===== src/rtl/counter_pkg.sv =====
// Shared definitions for the counters library: count-mode and direction encodings.
package counter_pkg;

    localparam logic [1:0] MODE_WRAP    = 2'd0;
    localparam logic [1:0] MODE_SAT     = 2'd1;
    localparam logic [1:0] MODE_ONESHOT = 2'd2;
    localparam logic [1:0] MODE_RSVD    = 2'd3;

    localparam logic DIR_UP   = 1'b0;
    localparam logic DIR_DOWN = 1'b1;

    // Reserved mode encoding behaves as WRAP.
    function automatic logic [1:0] effective_mode(input logic [1:0] mode);
        return (mode == MODE_RSVD) ? MODE_WRAP : mode;
    endfunction

endpackage : counter_pkg


===== src/rtl/counter_term_detect.sv =====
// Terminal-value detection for mode_counter.
//   q_i         current count
//   limit_i     upper bound of the range [0, limit]
//   dir_i       0 = up, 1 = down
//   at_term_o   current count is terminal (combinational)
//   next_term_o the value one count step away is terminal (combinational)
module counter_term_detect
    import counter_pkg::*;
#(
    parameter int unsigned WIDTH = 8
) (
    input  logic [WIDTH-1:0] q_i,
    input  logic [WIDTH-1:0] limit_i,
    input  logic             dir_i,
    output logic             at_term_o,
    output logic             next_term_o
);

    localparam int unsigned EXT_W = WIDTH + 1;

    logic [EXT_W-1:0] q_plus_one;

    // Extended by one bit so q+1 never wraps before the compare.
    assign q_plus_one = EXT_W'(q_i) + EXT_W'(1);

    always_comb begin
        at_term_o   = 1'b0;
        next_term_o = 1'b0;
        if (dir_i == DIR_UP) begin
            // >= so a limit lowered below the count is still terminal.
            at_term_o   = (q_i >= limit_i);
            next_term_o = (q_plus_one >= EXT_W'(limit_i));
        end else begin
            at_term_o   = (q_i == '0);
            next_term_o = (q_i == WIDTH'(1));
        end
    end

endmodule : counter_term_detect


===== src/rtl/mode_counter.sv =====
// Up/down counter over [0, limit] with load and WRAP / SATURATE / ONESHOT
// end-of-range behaviour, a registered terminal-count pulse and a
// combinational cascade carry.
//   clk, reset  rising-edge clock, synchronous active-high reset
//   en          count enable, one step per cycle
//   dir         0 = up, 1 = down
//   mode        0 WRAP, 1 SATURATE, 2 ONESHOT, 3 behaves as WRAP
//   limit       upper bound of the range
//   load        synchronous load strobe, load_val -> Q
//   Q           registered count
//   tc          registered one-cycle pulse when a step lands on terminal
//   done        registered ONESHOT-finished flag
//   carry       combinational, en && at_term && !done && effective WRAP
module mode_counter
    import counter_pkg::*;
#(
    parameter int unsigned WIDTH = 8
) (
    input  logic             clk,
    input  logic             reset,
    input  logic             en,
    input  logic             dir,
    input  logic [1:0]       mode,
    input  logic [WIDTH-1:0] limit,
    input  logic             load,
    input  logic [WIDTH-1:0] load_val,
    output logic [WIDTH-1:0] Q,
    output logic             tc,
    output logic             done,
    output logic             carry
);

    logic [WIDTH-1:0] q_q, q_d;
    logic             tc_q, tc_d;
    logic             done_q, done_d;
    logic             at_term;
    logic             next_term;
    logic [1:0]       mode_eff;

    counter_term_detect #(
        .WIDTH (WIDTH)
    ) u_term (
        .q_i         (q_q),
        .limit_i     (limit),
        .dir_i       (dir),
        .at_term_o   (at_term),
        .next_term_o (next_term)
    );

    assign mode_eff = effective_mode(mode);

    // Next-state: load beats a count step; done freezes counting.
    always_comb begin
        q_d    = q_q;
        tc_d   = 1'b0;
        done_d = done_q;
        if (load) begin
            q_d    = load_val;
            done_d = 1'b0;
        end else if (en && !done_q) begin
            if (!at_term) begin
                q_d  = (dir == DIR_DOWN) ? (q_q - WIDTH'(1)) : (q_q + WIDTH'(1));
                tc_d = next_term;
                if (mode_eff == MODE_ONESHOT && next_term) begin
                    done_d = 1'b1;
                end
            end else begin
                // Steps out of terminal never pulse tc.
                case (mode_eff)
                    MODE_WRAP:    q_d = (dir == DIR_DOWN) ? limit : '0;
                    MODE_ONESHOT: done_d = 1'b1;
                    default:      q_d = q_q;
                endcase
            end
        end
    end

    // State register.
    always_ff @(posedge clk) begin
        if (reset) begin
            q_q    <= '0;
            tc_q   <= 1'b0;
            done_q <= 1'b0;
        end else begin
            q_q    <= q_d;
            tc_q   <= tc_d;
            done_q <= done_d;
        end
    end

    assign Q     = q_q;
    assign tc    = tc_q;
    assign done  = done_q;
    assign carry = en && at_term && !done_q && (mode_eff == MODE_WRAP);

endmodule : mode_counter


===== config.mk =====
export PLATFORM = sky130hd
export DESIGN_NAME = mode_counter
export DESIGN_NICKNAME = d
export VERILOG_FILES = /design/src/rtl/counter_pkg.sv /design/src/rtl/counter_term_detect.sv /design/src/rtl/mode_counter.sv
export SDC_FILE = /design/constraint.sdc
export NUM_CORES = 1
export LEC_CHECK = 0
export ABC_CLOCK_PERIOD_IN_PS = 10900
export CAP_MARGIN = 15
export CELL_PAD_IN_SITES_DETAIL_PLACEMENT = 1
export CELL_PAD_IN_SITES_GLOBAL_PLACEMENT = 2
export CORE_MARGIN = 1
export CORE_UTILIZATION = 30
export DETAILED_ROUTE_END_ITERATION = 7
export PLACE_DENSITY_LB_ADDON = 0.1
export SYNTH_ARGS = -nofsm -noshare
export SYNTH_HDL_FRONTEND = slang
export SYNTH_SLANG_ARGS = --single-unit
export TNS_END_PERCENT = 1

===== constraint.sdc =====
create_clock -name clk -period 10.9 [get_ports clk]
set_input_delay 3.27 -clock clk [delete_from_list [all_inputs] [get_ports clk]]
set_output_delay 3.27 -clock clk [all_outputs]
set_load 0.05 [all_outputs]

==> flow_summary.ini, run 1 <==
[synth]
yosys.area_share.simple = 0.2013
synth_flop_cell = dfxtp_1
ys_types = 46
synthMuxAreaShare = 0.04516
synth_area_per_cell_um2 = 8.110
synth.top_cells.by_area = ha_1, dfxtp_1, xnor2_1
synth-edff-count = 0
yosysSeqAreaShare = 0.1505
synthArstFlopShare = 0
syn-instance-count = 164
synth_top_area_share = 0.1881
yosysMostFrequentCell = ha_1
synth_area_um2 = 1330
synth_top_family_by_area = compound AO/OA/AOI/OAI gates
synth_compound_area_frac = 0.2709
synth_xor_area_frac = 0.07244
synth_seq_cells = 10
synthTopCellsByCount = ha_1, inv_1, nand2_1, dfxtp_1, nor2_1
yosysTopAreaCell = ha_1
yosys.area_share.adder = 0.1881
synth_nets = 207
yosysWarnings = 0

[run_status]
status = completed

[drt]
drtIter0Drc = 76
ant_nets = 0
wl_met3_um = 146
wl_met2_um = 2100
viasPerCell = 5.645
drt_wl_total_um = 4425
drcViolationCount = 0
vias = 1366
dr.pass1.iters = 4
wl_per_cell_um = 18.29
routedLengthMet1_um = 2080
top_layer = met4

[finish]
num-fill-cells = 500
layout.nets = 236
diodes = 0
drive_gt1_frac = 0.05208
syn2layout_area_growth_pct = 30.20

[critical_path]
crit_chain = clkdlybuf4s50_1 > inv_1 > ha_1 > a21o_1 > a211oi_1 > a21boi_4 > and3_2 > clkdlybuf4s50_1
arrival_ns = 6.18
slowest_delay_ns = 0.70
path_class = input pin to primary output
critPathCaptureType = primary output
startpoint_type = input pin
rrSetupSlack_ns = 7.74
rr_startpoint = Q[6]$_SDFFE_PP0P_
crit_path_top_delay_cell = a211oi_1
crit_family = buffers and inverters
worstPathRequired_ns = 7.63
reg2regPathDepth = 6
path_buf_inv = 3
r2r-end = Q[0]$_SDFFE_PP0P_
crit_start = limit[6]
crit_path_max_fanout = 8
cp_common_cell = clkdlybuf4s50_1

[clocking]
cts_tree = done
numCtsBuffers = 3
ctsHtreeMaxLevel = 1
cts_setup_buffers = 0
cts_resized = 0
clk_latency_ns = 0.24
clkTransAtPathRegs_ns = 0.05
clockBufferDepth = 2
postCtsHoldBufs = 0
cts_sinks = 10
cts_root_buffer = clkbuf_8

[sta]
setup_viol = 0
rsz0062_at_grt = no
worst_pin_slew_ns = 0.8212
final_max_slew_viol_count = 0
whs_ns = 0.6089
finalHoldViolations = 0
slew_headroom = 0.4488
fin_setup_tns_ns = 0
finalCritPeriodShare = 0.8674
fin_crit_ns = 9.454
clock_skew_ns = 0.004436
setup_ws_ns = 1.446
fmax_ghz = 0.1058

[hold_path]
min_delay_worst_endpoint = done$_SDFFE_PP0P_
hold_depth = 2
hp-class = register to register
worstHoldStart = done$_SDFFE_PP0P_

[floorplan]
die_area_um2 = 4704
io_pins = 34
start_util = 0.3232
die_w_um = 68.59
core_area_um2 = 4115
row_count = 23
die_h_um = 68.59

[grt]
grt_pass1_vias = 1414
grt_pass1_wl_um = 6982
grt_util_all_layers = 0.2038
grt-ovfl-total = 0
grt_max_degree = 18
antenna_found_initial = 0

[place]
dpl.hpwl_um = 3542
pre_cts_slack_ns = 1.461
place_congestion = 0.7557
io_buffers = 33

[power_and_ir_drop]
cellPowerDensity_nw_per_um2 = 112.3
vdd_drop_max_mv = 0.05700
p_leak_nw = 0.7355

[flow_run]
cap_violations = 0
flip-flops by register name, summed over array words and instances, names as in the netlist:
name  cells
done      1
Q         8
tc        1
routing by layer:
layer  global-route usage  up-vias
li1                     -      664
met3              0.02138       10
met2               0.3419       31
met4              0.08073        0
met5                    0        -
met1               0.2642      661
cells in the final DEF, fill, tap and decap left out, types with 4 or more instances in the layout:
master and instances:
a21oi_1 7, a32o_1 5, clkbuf_8 4, clkdlybuf4s50_1 33, dfxtp_1 10, ha_1 20
inv_1 13, mux2i_1 6, nand2_1 11, nand2b_1 5, nand3_1 6, nor2_1 10
nor3_1 5, o21ai_0 8, xnor2_1 8
kinds of logic after synthesis:
| kind of cell | after synthesis |
|---|---|
| XOR/XNOR | 11 |
| adder cells (fa/ha/maj) | 20 |
| AND/OR/NAND/NOR | 51 |
| AO/OA/AOI/OAI | 44 |
| multiplexers | 6 |
| flip-flops | 10 |
| buffers and inverters | 22 |
power by group:
part | switching (W) | total, W | internal, W | leakage [nW]
clock network | 0.0000162 | 0.0000481 | 0.0000319 | 0.0288
registers | 0.0000112 | 0.0000512 | 0.0000401 | 0.0824
logic | 0.0000534 | 0.0000951 | 0.0000417 | 0.624
total | 0.0000808 | 0.000194 | 0.000114 | 0.736
through the flow:
step / power, W / util / area [um2] / std cells
after floorplan: 0.0001140 / - / 1330 / 164
after global placement: 0.0001442 / 0.4074 / 1677 / 238
after detailed placement: 0.0001468 / 0.4074 / 1677 / 238
after CTS: 0.0001952 / 0.4208 / 1732 / 242
after global routing: 0.0002069 / 0.4208 / 1732 / 242
final: 0.0001944 / 0.4208 / 1732 / 242
worst register-to-register path, cell delays in order, from the launching register on:
cell and delay, ns:
dfxtp_1 0.68, ha_1 0.35, a21o_1 0.19, a211oi_1 0.70, nand2_1 0.20, a311oi_1 0.71
a32o_1 0.27
how the worst max path moves through the flow:
stage / to / slack [ns] / cells after the start
finish: carry / 1.45 / 8
global placement: carry / 1.56 / 8
global route: carry / 1.31 / 8
detailed placement: carry / 1.46 / 8
CTS: carry / 1.44 / 8
floorplan: carry / 2.82 / 6
final cells by class:
cell class	count	area, um2	area share
well taps	50	62.56	0.03613
flip-flops and latches	10	200.2	0.1156
multi-input cells	132	1035	0.5975
repair buffers	33	330.3	0.1908
clock buffers	4	55.05	0.03179
inverters	13	48.80	0.02818
Note: power is estimated with default switching activity, not from simulation.
==> run 2, diff against run 1 <==
- CORE_ASPECT_RATIO: not set -> 1.75
==> run 2 against run 1 <==
Sequential cell count stayed put. Setup slack improved by 0.049 ns. Core utilization decreased by 0.59 points. Die area up 0.21%. Global-route usage decreased by 0.85 points. Clock power about the same. Highest routed layer unchanged.
==> flow_summary.ini, run 2 (synthesized netlist as in run 1, its figures left out) <==
[clocking]
cts_tree = done
cts_setup_buffers = 0
ctsHtreeMaxLevel = 1
cts_resized = 0
clk_latency_ns = 0.24
numCtsBuffers = 3
cts_root_buffer = clkbuf_8
clkTransAtPathRegs_ns = 0.05
cts_sinks = 10
postCtsHoldBufs = 0
clockBufferDepth = 2

[drt]
top_layer = met4
wl_met3_um = 95
drtIter0Drc = 20
vias = 1385
drt_wl_total_um = 4382
viasPerCell = 5.723
wl_per_cell_um = 18.11
routedLengthMet1_um = 1844
dr.pass1.iters = 4
wl_met2_um = 2322
drcViolationCount = 0
ant_nets = 0

[power_and_ir_drop]
internal_power_w = 0.0001139
p_clk_frac = 0.248
switching_power_w = 0.00008010
p_sw_frac = 0.4129
vdd_drop_max_mv = 0.07273
seqPwrFrac = 0.262
p_leak_nw = 0.7403
cellPowerDensity_nw_per_um2 = 111.6
pwr-share-comb = 0.490

[finish]
syn2layout_area_growth_pct = 30.67
num-fill-cells = 523
diodes = 0
final_common_cell = clkdlybuf4s50_1
regArea_um2 = 200.2
layout.nets = 237
multi_input_area_um2 = 1035
largest_reg_flops = 8
drive_gt1_frac = 0.05699
final_cell_mix = clkdlybuf4s50_1, ha_1, inv_1, nand2_1

[grt]
grt_pass1_vias = 1421
antenna_found_initial = 0
grt_util_all_layers = 0.1953
grt-ovfl-total = 0
grt_pass1_wl_um = 6934
grt_max_degree = 18

[hold_path]
hp-class = register to register
worstHoldStart = done$_SDFFE_PP0P_
min_delay_worst_endpoint = done$_SDFFE_PP0P_
hold_depth = 2

[sta]
finalHoldViolations = 0
fmax_ghz = 0.1063
finalCritPeriodShare = 0.8629
whs_ns = 0.5882
slew_headroom = 0.4284
clock_skew_ns = 0.002256
fin_setup_tns_ns = 0
worst_pin_slew_ns = 0.8516
rsz0062_at_grt = no
fin_crit_ns = 9.405
setup_viol = 0
final_max_slew_viol_count = 0

[place]
io_buffers = 33
dpl.hpwl_um = 3567
place_congestion = 0.8375

[critical_path]
r2r-end = Q[7]$_SDFFE_PP0P_
reg2regPathDepth = 6
worstPathRequired_ns = 7.63
arrival_ns = 6.14
path_class = input pin to primary output
critPathCaptureType = primary output
crit_path_max_fanout = 8
startpoint_type = input pin
rrSetupSlack_ns = 7.77
rr_startpoint = Q[6]$_SDFFE_PP0P_

[flow_run]
cap_violations = 0

[floorplan]
row_count = 31
die_h_um = 90.08
die_area_um2 = 4714
core_area_um2 = 4189
start_util = 0.3175
io_pins = 34
die_w_um = 52.33

[run_status]
status = completed
run 2: power groups by stage:
| stage | clock network, W | registers, W | logic (W) |
|---|---|---|---|
| 3_3_place_gp | 0 | 0.0000514 | 0.0000938 |
| 4_1_cts | 0.0000488 | 0.0000510 | 0.0000959 |
| 6_report | 0.0000481 | 0.0000509 | 0.0000950 |
| 3_5_place_dp | 0 | 0.0000518 | 0.0000951 |
| 2_1_floorplan | 0 | 0.0000560 | 0.0000580 |
| 5_1_grt | 0.0000518 | 0.0000519 | 0.000103 |
run 2: cell type report:
type	instances	area share
clock buffers	4	0.03168
inverters	13	0.02808
multi-input cells	132	0.5954
well taps	49	0.03528
flip-flops and latches	10	0.1152
repair buffers	34	0.1944
run 2: worst max path at each step:
stage | from | to | slack (ns) | cells after the start
floorplan | limit[6] | carry | 2.82 | 6
global placement | limit[6] | carry | 1.55 | 8
detailed placement | limit[6] | carry | 1.49 | 8
CTS | limit[6] | carry | 1.48 | 8
global route | limit[6] | carry | 1.31 | 8
finish | limit[6] | carry | 1.49 | 8
run 2: worst max-delay path, stage by stage:
cell and delay [ns]:
clkdlybuf4s50_1 0.49, inv_1 0.07, ha_1 0.29, a21o_1 0.18, a211oi_1 0.67, a21boi_4 0.20, and3_2 0.26, clkdlybuf4s50_1 0.69
run 2: layer usage:
| metal | GRT usage | vias to the layer above |
|---|---|---|
| met5 | 0 | - |
| met4 | 0.07895 | 0 |
| met3 | 0.02200 | 11 |
| met2 | 0.3418 | 33 |
| met1 | 0.2278 | 673 |
| li1 | - | 668 |
run 2: stage by stage:
| stage | cell area, um2 | utilization | setup slack (ns) | std cells | total power [W] |
|---|---|---|---|---|---|
| 2_1_floorplan | 1330 | - | 2.824 | 164 | 0.0001140 |
| 3_3_place_gp | 1683 | 0.4017 | 1.555 | 238 | 0.0001451 |
| 3_5_place_dp | 1683 | 0.4017 | 1.488 | 238 | 0.0001469 |
| 4_1_cts | 1738 | 0.4149 | 1.479 | 242 | 0.0001957 |
| 5_1_grt | 1738 | 0.4149 | 1.306 | 242 | 0.0002072 |
| 6_report | 1738 | 0.4149 | 1.495 | 242 | 0.0001940 |
